File: src/rtl/ripple_counter_pkg.sv
// rtl/ripple_counter_pkg.sv - shared FSM state type and default parameters for the ripple count sampler
package ripple_counter_pkg;

    localparam int DEF_RC_WIDTH    = 3;
    localparam int DEF_SYNC_STAGES = 2;
    localparam int DEF_MAX_RETRY   = 4;
    localparam int DEF_WRAP_WIDTH  = 8;

    typedef enum logic [1:0] {
        ST_IDLE    = 2'd0,
        ST_CAPTURE = 2'd1,
        ST_COMPARE = 2'd2,
        ST_HOLD    = 2'd3
    } state_t;

endpackage

File: src/rtl/ripple_count_sampler_if.sv
// rtl/ripple_count_sampler_if.sv - request/result handshake bundle of the ripple count sampler
interface ripple_count_sampler_if
    import ripple_counter_pkg::*;
#(
    parameter int RC_WIDTH = DEF_RC_WIDTH
) ();

    logic                req_valid;
    logic                req_ready;
    logic                out_valid;
    logic                out_ready;
    logic [RC_WIDTH-1:0] out_count;
    logic                out_at_max;
    logic                out_err;

    modport master (
        output req_valid, out_ready,
        input  req_ready, out_valid, out_count, out_at_max, out_err
    );

    modport slave (
        input  req_valid, out_ready,
        output req_ready, out_valid, out_count, out_at_max, out_err
    );

endinterface

File: src/rtl/ff_sync.sv
// rtl/ff_sync.sv - multi-stage flop synchronizer with synchronous active-high clear
module ff_sync
    import ripple_counter_pkg::*;
#(
    parameter int WIDTH  = DEF_RC_WIDTH,
    parameter int STAGES = DEF_SYNC_STAGES
) (
    input  logic             clk,
    input  logic             clr,
    input  logic [WIDTH-1:0] d,
    output logic [WIDTH-1:0] q
);

    logic [WIDTH-1:0] stg_q [STAGES];
    logic [WIDTH-1:0] stg_d [STAGES];

    always_comb begin
        stg_d[0] = d;
        for (int i = 1; i < STAGES; i++) begin
            stg_d[i] = stg_q[i-1];
        end
    end

    always_ff @(posedge clk) begin
        for (int i = 0; i < STAGES; i++) begin
            if (clr) begin
                stg_q[i] <= '0;
            end else begin
                stg_q[i] <= stg_d[i];
            end
        end
    end

    assign q = stg_q[STAGES-1];

endmodule

File: src/rtl/ripple_count_sampler.sv
// rtl/ripple_count_sampler.sv - samples an asynchronous ripple counter until two consecutive synchronized reads agree
module ripple_count_sampler
    import ripple_counter_pkg::*;
#(
    parameter int RC_WIDTH    = DEF_RC_WIDTH,
    parameter int SYNC_STAGES = DEF_SYNC_STAGES,
    parameter int MAX_RETRY   = DEF_MAX_RETRY,
    parameter int WRAP_WIDTH  = DEF_WRAP_WIDTH
) (
    input  logic                  clk,
    input  logic                  clr,
    input  logic [RC_WIDTH-1:0]   count_in,
    input  logic [RC_WIDTH-1:0]   max_count,
    output logic [WRAP_WIDTH-1:0] wrap_cnt,
    ripple_count_sampler_if.slave bus
);

    localparam int RETRY_W = $clog2(MAX_RETRY);

    logic [RC_WIDTH-1:0]   sync_q;
    state_t                state_q,     state_d;
    logic [RC_WIDTH-1:0]   snap_q,      snap_d;
    logic [RETRY_W-1:0]    retry_q,     retry_d;
    logic [RC_WIDTH-1:0]   out_count_q, out_count_d;
    logic                  out_at_max_q, out_at_max_d;
    logic                  out_err_q,   out_err_d;
    logic [RC_WIDTH-1:0]   last_q,      last_d;
    logic [WRAP_WIDTH-1:0] wrap_q,      wrap_d;
    logic                  req_ready_q, req_ready_d;
    logic                  out_valid_q, out_valid_d;
    logic [RC_WIDTH-1:0]   max_m1;

    ff_sync #(
        .WIDTH  (RC_WIDTH),
        .STAGES (SYNC_STAGES)
    ) u_sync (
        .clk (clk),
        .clr (clr),
        .d   (count_in),
        .q   (sync_q)
    );

    // max_count of 0 wraps to all-ones, matching a counter that rolls over at 2^RC_WIDTH
    assign max_m1 = max_count - RC_WIDTH'(1);

    always_comb begin
        state_d      = state_q;
        snap_d       = snap_q;
        retry_d      = retry_q;
        out_count_d  = out_count_q;
        out_at_max_d = out_at_max_q;
        out_err_d    = out_err_q;
        last_d       = last_q;
        wrap_d       = wrap_q;
        case (state_q)
            ST_IDLE: begin
                if (bus.req_valid) begin
                    state_d = ST_CAPTURE;
                end
            end
            ST_CAPTURE: begin
                snap_d  = sync_q;
                retry_d = '0;
                state_d = ST_COMPARE;
            end
            ST_COMPARE: begin
                if (sync_q == snap_q) begin
                    out_count_d  = snap_q;
                    out_at_max_d = (snap_q == max_m1);
                    out_err_d    = 1'b0;
                    state_d      = ST_HOLD;
                    last_d       = snap_q;
                    if (snap_q < last_q && wrap_q != '1) begin
                        wrap_d = wrap_q + WRAP_WIDTH'(1);
                    end
                end else if (retry_q == RETRY_W'(MAX_RETRY - 1)) begin
                    // Give up: report the latest read flagged as unreliable, leave wrap tracking alone
                    out_count_d  = sync_q;
                    out_at_max_d = (sync_q == max_m1);
                    out_err_d    = 1'b1;
                    state_d      = ST_HOLD;
                end else begin
                    snap_d  = sync_q;
                    retry_d = retry_q + RETRY_W'(1);
                end
            end
            ST_HOLD: begin
                if (bus.out_ready) begin
                    state_d = ST_IDLE;
                end
            end
            default: state_d = ST_IDLE;
        endcase
        req_ready_d = (state_d == ST_IDLE);
        out_valid_d = (state_d == ST_HOLD);
    end

    always_ff @(posedge clk) begin
        if (clr) begin
            state_q      <= ST_IDLE;
            snap_q       <= '0;
            retry_q      <= '0;
            out_count_q  <= '0;
            out_at_max_q <= (max_m1 == '0);
            out_err_q    <= 1'b0;
            last_q       <= '0;
            wrap_q       <= '0;
            req_ready_q  <= 1'b1;
            out_valid_q  <= 1'b0;
        end else begin
            state_q      <= state_d;
            snap_q       <= snap_d;
            retry_q      <= retry_d;
            out_count_q  <= out_count_d;
            out_at_max_q <= out_at_max_d;
            out_err_q    <= out_err_d;
            last_q       <= last_d;
            wrap_q       <= wrap_d;
            req_ready_q  <= req_ready_d;
            out_valid_q  <= out_valid_d;
        end
    end

    assign bus.req_ready  = req_ready_q;
    assign bus.out_valid  = out_valid_q;
    assign bus.out_count  = out_count_q;
    assign bus.out_at_max = out_at_max_q;
    assign bus.out_err    = out_err_q;
    assign wrap_cnt       = wrap_q;

endmodule

File: src/flat_wrapper.sv
// flat-port wrapper written by rule: the top's interface ports become plain ports
module ripple_count_sampler_flat import ripple_counter_pkg::*;
#(
    parameter int RC_WIDTH    = DEF_RC_WIDTH,
    parameter int SYNC_STAGES = DEF_SYNC_STAGES,
    parameter int MAX_RETRY   = DEF_MAX_RETRY,
    parameter int WRAP_WIDTH  = DEF_WRAP_WIDTH
)
  (clk, clr, count_in, max_count, wrap_cnt, bus_req_valid, bus_out_ready, bus_req_ready, bus_out_valid, bus_out_count, bus_out_at_max, bus_out_err);
  ripple_count_sampler_if #(.RC_WIDTH(RC_WIDTH)) bus_i ();
  input  logic clk;
  input  logic clr;
  input  logic [RC_WIDTH-1:0] count_in;
  input  logic [RC_WIDTH-1:0] max_count;
  output logic [WRAP_WIDTH-1:0] wrap_cnt;
  input wire logic [$bits(bus_i.req_valid)-1:0] bus_req_valid;
  input wire logic [$bits(bus_i.out_ready)-1:0] bus_out_ready;
  output wire logic [$bits(bus_i.req_ready)-1:0] bus_req_ready;
  output wire logic [$bits(bus_i.out_valid)-1:0] bus_out_valid;
  output wire logic [$bits(bus_i.out_count)-1:0] bus_out_count;
  output wire logic [$bits(bus_i.out_at_max)-1:0] bus_out_at_max;
  output wire logic [$bits(bus_i.out_err)-1:0] bus_out_err;
  assign bus_i.req_valid = bus_req_valid;
  assign bus_i.out_ready = bus_out_ready;
  assign bus_req_ready = bus_i.req_ready;
  assign bus_out_valid = bus_i.out_valid;
  assign bus_out_count = bus_i.out_count;
  assign bus_out_at_max = bus_i.out_at_max;
  assign bus_out_err = bus_i.out_err;
  ripple_count_sampler #(.RC_WIDTH(RC_WIDTH), .SYNC_STAGES(SYNC_STAGES), .MAX_RETRY(MAX_RETRY), .WRAP_WIDTH(WRAP_WIDTH)) u_core (.clk(clk), .clr(clr), .count_in(count_in), .max_count(max_count), .wrap_cnt(wrap_cnt), .bus(bus_i));
endmodule
File: config.mk
export PLATFORM = sky130hd
export DESIGN_NAME = ripple_count_sampler_flat
export DESIGN_NICKNAME = d
export VERILOG_FILES = /design/src/rtl/ripple_counter_pkg.sv /design/src/rtl/ripple_count_sampler_if.sv /design/src/rtl/ff_sync.sv /design/src/rtl/ripple_count_sampler.sv /design/src/flat_wrapper.sv
export SDC_FILE = /design/constraint.sdc
export NUM_CORES = 1
export LEC_CHECK = 0
export ABC_CLOCK_PERIOD_IN_PS = 2970
export CELL_PAD_IN_SITES_DETAIL_PLACEMENT = 0
export CELL_PAD_IN_SITES_GLOBAL_PLACEMENT = 2
export CORE_ASPECT_RATIO = 0.9
export CORE_UTILIZATION = 33
export CTS_CLUSTER_SIZE = 20
export DETAILED_ROUTE_END_ITERATION = 16
export PLACE_DENSITY = 0.83
export SYNTH_ARGS = -nofsm -noshare
export SYNTH_HDL_FRONTEND = slang
export SYNTH_SLANG_ARGS = --single-unit
File: constraint.sdc
create_clock -name clk -period 2.97 [get_ports clk]
set_input_delay 0.4455 -clock clk [delete_from_list [all_inputs] [get_ports clk]]
set_output_delay 0.4455 -clock clk [all_outputs]
set_load 0.03 [all_outputs]
; ---- Yosys cells after proc, flatten, opt, wreduce, memory -nomap -nowiden
; Memories as Yosys holds them, arrays and structs flattened.
; Cells that the tools add are included.
[word_totals]
latch_bits = 0
wordCells = 65
romBits = 0
ram_bits = 6
ff_bits = 25
output_inout_bits = 15
memories = 1
[classes]
n_div = 0
n_bitwise = 2
mul = 0
n_shift = 0
n_reduce_logical = 13
mux = 24
order_cmp = 1
addsub = 3
eq_ne = 11
[mem_list]
columns = memory, depth, word_bits, read_ports, rd_clocked_by_memory_dff, wr, line_no
row1 = u_core.u_sync.stg_q, 2, 3, 2, 0, 2, ff_sync.sv:14  ; logic [WIDTH-1:0] stg_q [STAGES];
[ops]
columns = operator, count
row1 = $mux W3, 6
row2 = $mux W2, 6
row3 = $eq A3 B3 Y1, 3
row4 = $mux W1, 9
row5 = $add A8 B1 Y8 const B, 1
row6 = $eq A2 B2 Y1 const B, 4
row7 = $ne A8 B8 Y1 const B, 1
row8 = $pmux W2 S4, 1
row9 = $pmux W3 S2, 1
row10 = $reduce_and A2 Y1, 3
row11 = $reduce_and A3 Y1, 2
row12 = $reduce_bool A2 Y1, 3
row13 = $logic_not A2 Y1, 2
row14 = $ne A2 B2 Y1 const B, 2
row15 = $pmux W2 S2, 1
row16 = $logic_not A3 Y1, 1
row17 = $lt A3 B3 Y1, 1
row18 = $reduce_bool A3 Y1, 1
row19 = $sub A3 B1 Y3 const B, 1
row20 = $add A2 B1 Y2 const B, 1
row21 = $eq A2 B1 Y1 const B, 1
row22 = $or A1 B1 Y1, 2
row23 = $logic_and A1 B1 Y1, 1

; ---- Depth between registers and ports, before layout
[depth]
ltp_word = 6
ltp_mapped = 7

; ---- Hierarchy
; A second synthesis with hierarchy kept.
[hier_totals]
hier_cells = 158
area_unflattened_um2 = 1515.2
[modules_own_cells]
columns = mod, cells_per_inst, n_inst, area_per_inst_um2, seq_area_each_um2
row1 = ripple_count_sampler, 146, 1, 1357.6, 510.5
row2 = ff_sync, 12, 1, 157.7, 120.1

; ---- Worst setup path before layout
; No wires, ideal clock.
[synth_path]
kind = reg-to-reg
startpoint = register u_core.wrap_q[0] (netlist: u_core.wrap_cnt[0])
endpoint = register u_core.wrap_q[7] (netlist: u_core.wrap_cnt[7])
path_stages_with_launch = 6
path_slack_ps = 1093
n_path_buf = 0
t_arrival_ps = 1754
setup_ps = 123
cell_sequence = dfxtp_1 > ha_1 > nand3_1 > o221ai_1 > or4_1 > mux2_1
[synth_via]
elab_chain_len = 3
elab_cells_between_ends = 4
cone_classes = add/sub (1) / eq/ne (1) / reduce/logical (2)
[synth_lines]
columns = element, line_no
row1 = "start, declared", ripple_count_sampler.sv:28  ; logic [WRAP_WIDTH-1:0] wrap_q, wrap_d;
row2 = "start signal, assigned", ripple_count_sampler.sv:118  ; wrap_q <= wrap_d;
row3 = "parallel branches: the longest is 3 deep, another holds $add A8 B1 Y8", --
; Several ways; the timed one is not identified.
; A chain may end at the register's enable or synchronous reset.

; ---- Final worst setup path
[layout_path]
startpoint = register u_core.state_q[0]
endpoint = register u_core.wrap_q[7] (netlist: u_core.wrap_cnt[7])
[layout_via]
elab_chain_len = 2
[layout_lines]
columns = element, line_no
row1 = "start, declared", ripple_count_sampler.sv:21  ; state_t state_q, state_d;
row2 = "start signal, assigned", ripple_count_sampler.sv:111  ; state_q <= state_d;
row3 = $eq A2 B2 Y1, ripple_count_sampler.sv:55  ; case (state_q)
row4 = $reduce_and A3 Y1 (no line), --
; Every way passes these cells.

==> run summary <==
Status - complete, no violations
Critical path class - flop to flop
First-pass GRT wire length - 5200 um
Post-CTS resize count - 0
Critical path arrival - 2.22 ns
ANT nets after route - 0
Fill cells - 412
Number of diodes - 0
Rows - 22
WL final - 2990 um
Post-synthesis cell count - 166
Commonest non-fill, non-tap cell in the layout - dfxtp_1
Seq/Total Area, Yosys - 43.0%
Max_slew headroom - 57.8%
Post-synth cell types - 34
Top-area cell type share of the netlist area - 40.9%
Share of layout cells above drive strength 1 - 6.70%
Avg Inst Size Synth - 8.84 um2
Final cycle utilization of the critical path - 69.2%
Yosys warnings - 0
Residual DRC - 0
DRT Pass-1 Iters - 4
Dominant cells by area after synthesis - dfxtp_1 41%, ha_1 7.7%, a21oi_1 6.1%
Worst-path fanout max - 21
Final Non-Filler Cells - 254
Setup Slack @ Placement - 0.789 ns
Vias per cell - 4.85
CTS tree - built
Core Area - 4160 um2
Setup Buffers After CTS - 0
Gr usage total - 14.3%
Pwr/cell area - 615 nW/um2
RePlAce Congestion - 0.788
RSZ-0062 raised after global routing - no
Peak Freq - 0.486 GHz
Die Y - 65.3 um
Worst-Margin Slew - 0.631 ns
Routed vias - 1231
Setup Total Neg Slack - 0 ns
Initial antenna violation count - 0
Biggest area consumer among synthesized cells - dfxtp_1
Final setup fails - 0
CP required - 3.14 ns
Synth Register Bits - 31
Final critical path time including I/O delays and setup - 2.06 ns
Fin worst setup slack - 0.914 ns
Cts hold-fix bufs - 0
Synthesized net count - 185
Critical Path Slowest Stage Cell - or4_1
Max capacitance violation total - 0
Mean routed wirelength per cell - 11.8 um
Asr flop ratio synth - 0%
Die width - 72.3 um
Final Hold Viols - 0
Nets@finish - 212
CP cell instances - inv_1 -> ha_1 -> nand4_1 -> buf_4 -> or4_1 -> mux2_1
Most frequent cells in the layout - 30 x dfxtp_1, 24 x clkdlybuf4s50_1, 18 x a21oi_1
Pin count of the biggest net entering global routing - 22
CTS Sinks - 31
PortBufs - 24
WP buf/inv - 2
DPL Wire Length - 2180 um
Initial Utilization - 35.3%
Cells after DPL - 246
Clk_skew - 0.00511 ns
Syn Std Cell Area - 1470 um2
Hold WC Path Type - flop to flop
Die Area - 4720 um2
Layout Utilization - 45.5%
Area Growth Syn to Fin - 28.8%
Ports - 25
Top_reg_cell synth - dfxtp_1
Final Max Slew Viols - 0
Setup crit start kind - flop
Worst vdd ir - 0.000265 V
Leak - 0.660 nW
CTS H-tree depth - 2
Num CTS Buffers - 5
Post-synth EDFFs - 1
GRT Residual Overflow - 0
Clk slew on worst S/H paths - 0.07 ns
Drt initial violations - 46
Clock Latency Late Sink - 0.28 ns
Clock Tree Root - clkbuf_8
Clk buf depth - 2
Vias in the first global route - 1140
Crit end category - flop
CP max stage delay - 0.54 ns
Cell family contributing the most delay on the critical path - simple AND/OR/NAND/NOR gates
## cells in the mapped netlist, types with 3 or more instances
library cell,instances
inv_1,12
nand2_1,9
o31ai_1,5
a21oi_1,18
ha_1,9
clkbuf_1,4
nor2_1,6
nor2b_1,8
nand2b_1,6
o21ai_0,7
mux2i_1,3
or4_1,7
nand3_1,6
buf_2,4
and2_1,3
xnor2_1,5
nand4_1,5
dfxtp_1,30
## report_power, final
part | switching (mW) | internal [mW] | total (mW) | leakage (nW)
clock | 0.164 | 0.250 | 0.414 | 0.0581
sequential | 0.0236 | 0.452 | 0.475 | 0.254
combinational | 0.167 | 0.108 | 0.274 | 0.348
total | 0.354 | 0.809 | 1.16 | 0.660
## flip-flops by register name (all words and copies together) (netlist names)
| register | flops |
|---|---|
| u_core.u_sync.stg_q | 6 |
| u_core.snap_q | 3 |
| u_core.wrap_cnt | 8 |
| u_core.bus.out_valid | 1 |
| u_core.state_q | 2 |
| u_core.bus.out_at_max | 1 |
| u_core.bus.out_err | 1 |
| u_core.last_q | 3 |
| u_core.bus.out_count | 3 |
| u_core.retry_q | 2 |
| u_core.bus.req_ready | 1 |
## final cells by class
class | instances | area, um2 | area share (%)
Inverter | 12 | 45.0 | 2.38
Tap cell | 60 | 75.1 | 3.97
Multi-Input combinational cell | 115 | 757 | 40.0
Clock inverter | 3 | 43.8 | 2.32
Sequential cell | 31 | 631 | 33.4
Timing Repair Buffer | 28 | 270 | 14.3
Clock buffer | 5 | 68.8 | 3.64
## through the flow
| step | area [um2] | total power, mW | hold slack (ns) |
|---|---|---|---|
| finish | 1890 | 1.16 | 0.438 |
| global route | 1890 | 1.23 | 0.460 |
| CTS | 1890 | 1.17 | 0.439 |
| detailed placement | 1780 | 0.758 | 0.423 |
| global placement | 1780 | 0.754 | 0.418 |
| floorplan | 1470 | 0.669 | 0.414 |
## metal layers
layer | track usage, % | share of wire [%] | up-vias
met4 | 4.41 | 0.50 | 0
met1 | 19.4 | 53 | 567
met5 | 0 | 0 | -
li1 | - | - | 642
met3 | 4.14 | 3.2 | 4
met2 | 21.6 | 44 | 18
## final timing paths
kind                                   from                         to  slack, ns  cells past startpoint
setup / recovery          u_core.state_q[0]         u_core.wrap_cnt[7]       0.91                      6
hold / removal    u_core.u_sync.stg_q[0][2]  u_core.u_sync.stg_q[1][2]       0.44                      1
setup reg to reg          u_core.state_q[0]         u_core.wrap_cnt[7]       0.91                      6
hold reg to reg   u_core.u_sync.stg_q[0][2]  u_core.u_sync.stg_q[1][2]       0.44                      1
## logic make-up (layout without fill, tap and decap cells)
logic type / after synthesis / after routing / share of synthesized area [%]
buffers and inverters: 20 / 48 / 5.46
AO/OA/AOI/OAI: 37 / 37 / 14.5
AND/OR/NAND/NOR: 59 / 59 / 23.0
flip-flops: 31 / 31 / 43.0
XOR/XNOR: 6 / 6 / 3.58
multiplexers: 4 / 4 / 2.81
adder cells (fa/ha/maj): 9 / 9 / 7.67
No activity file was read; power rests on OpenSTA's default activity.
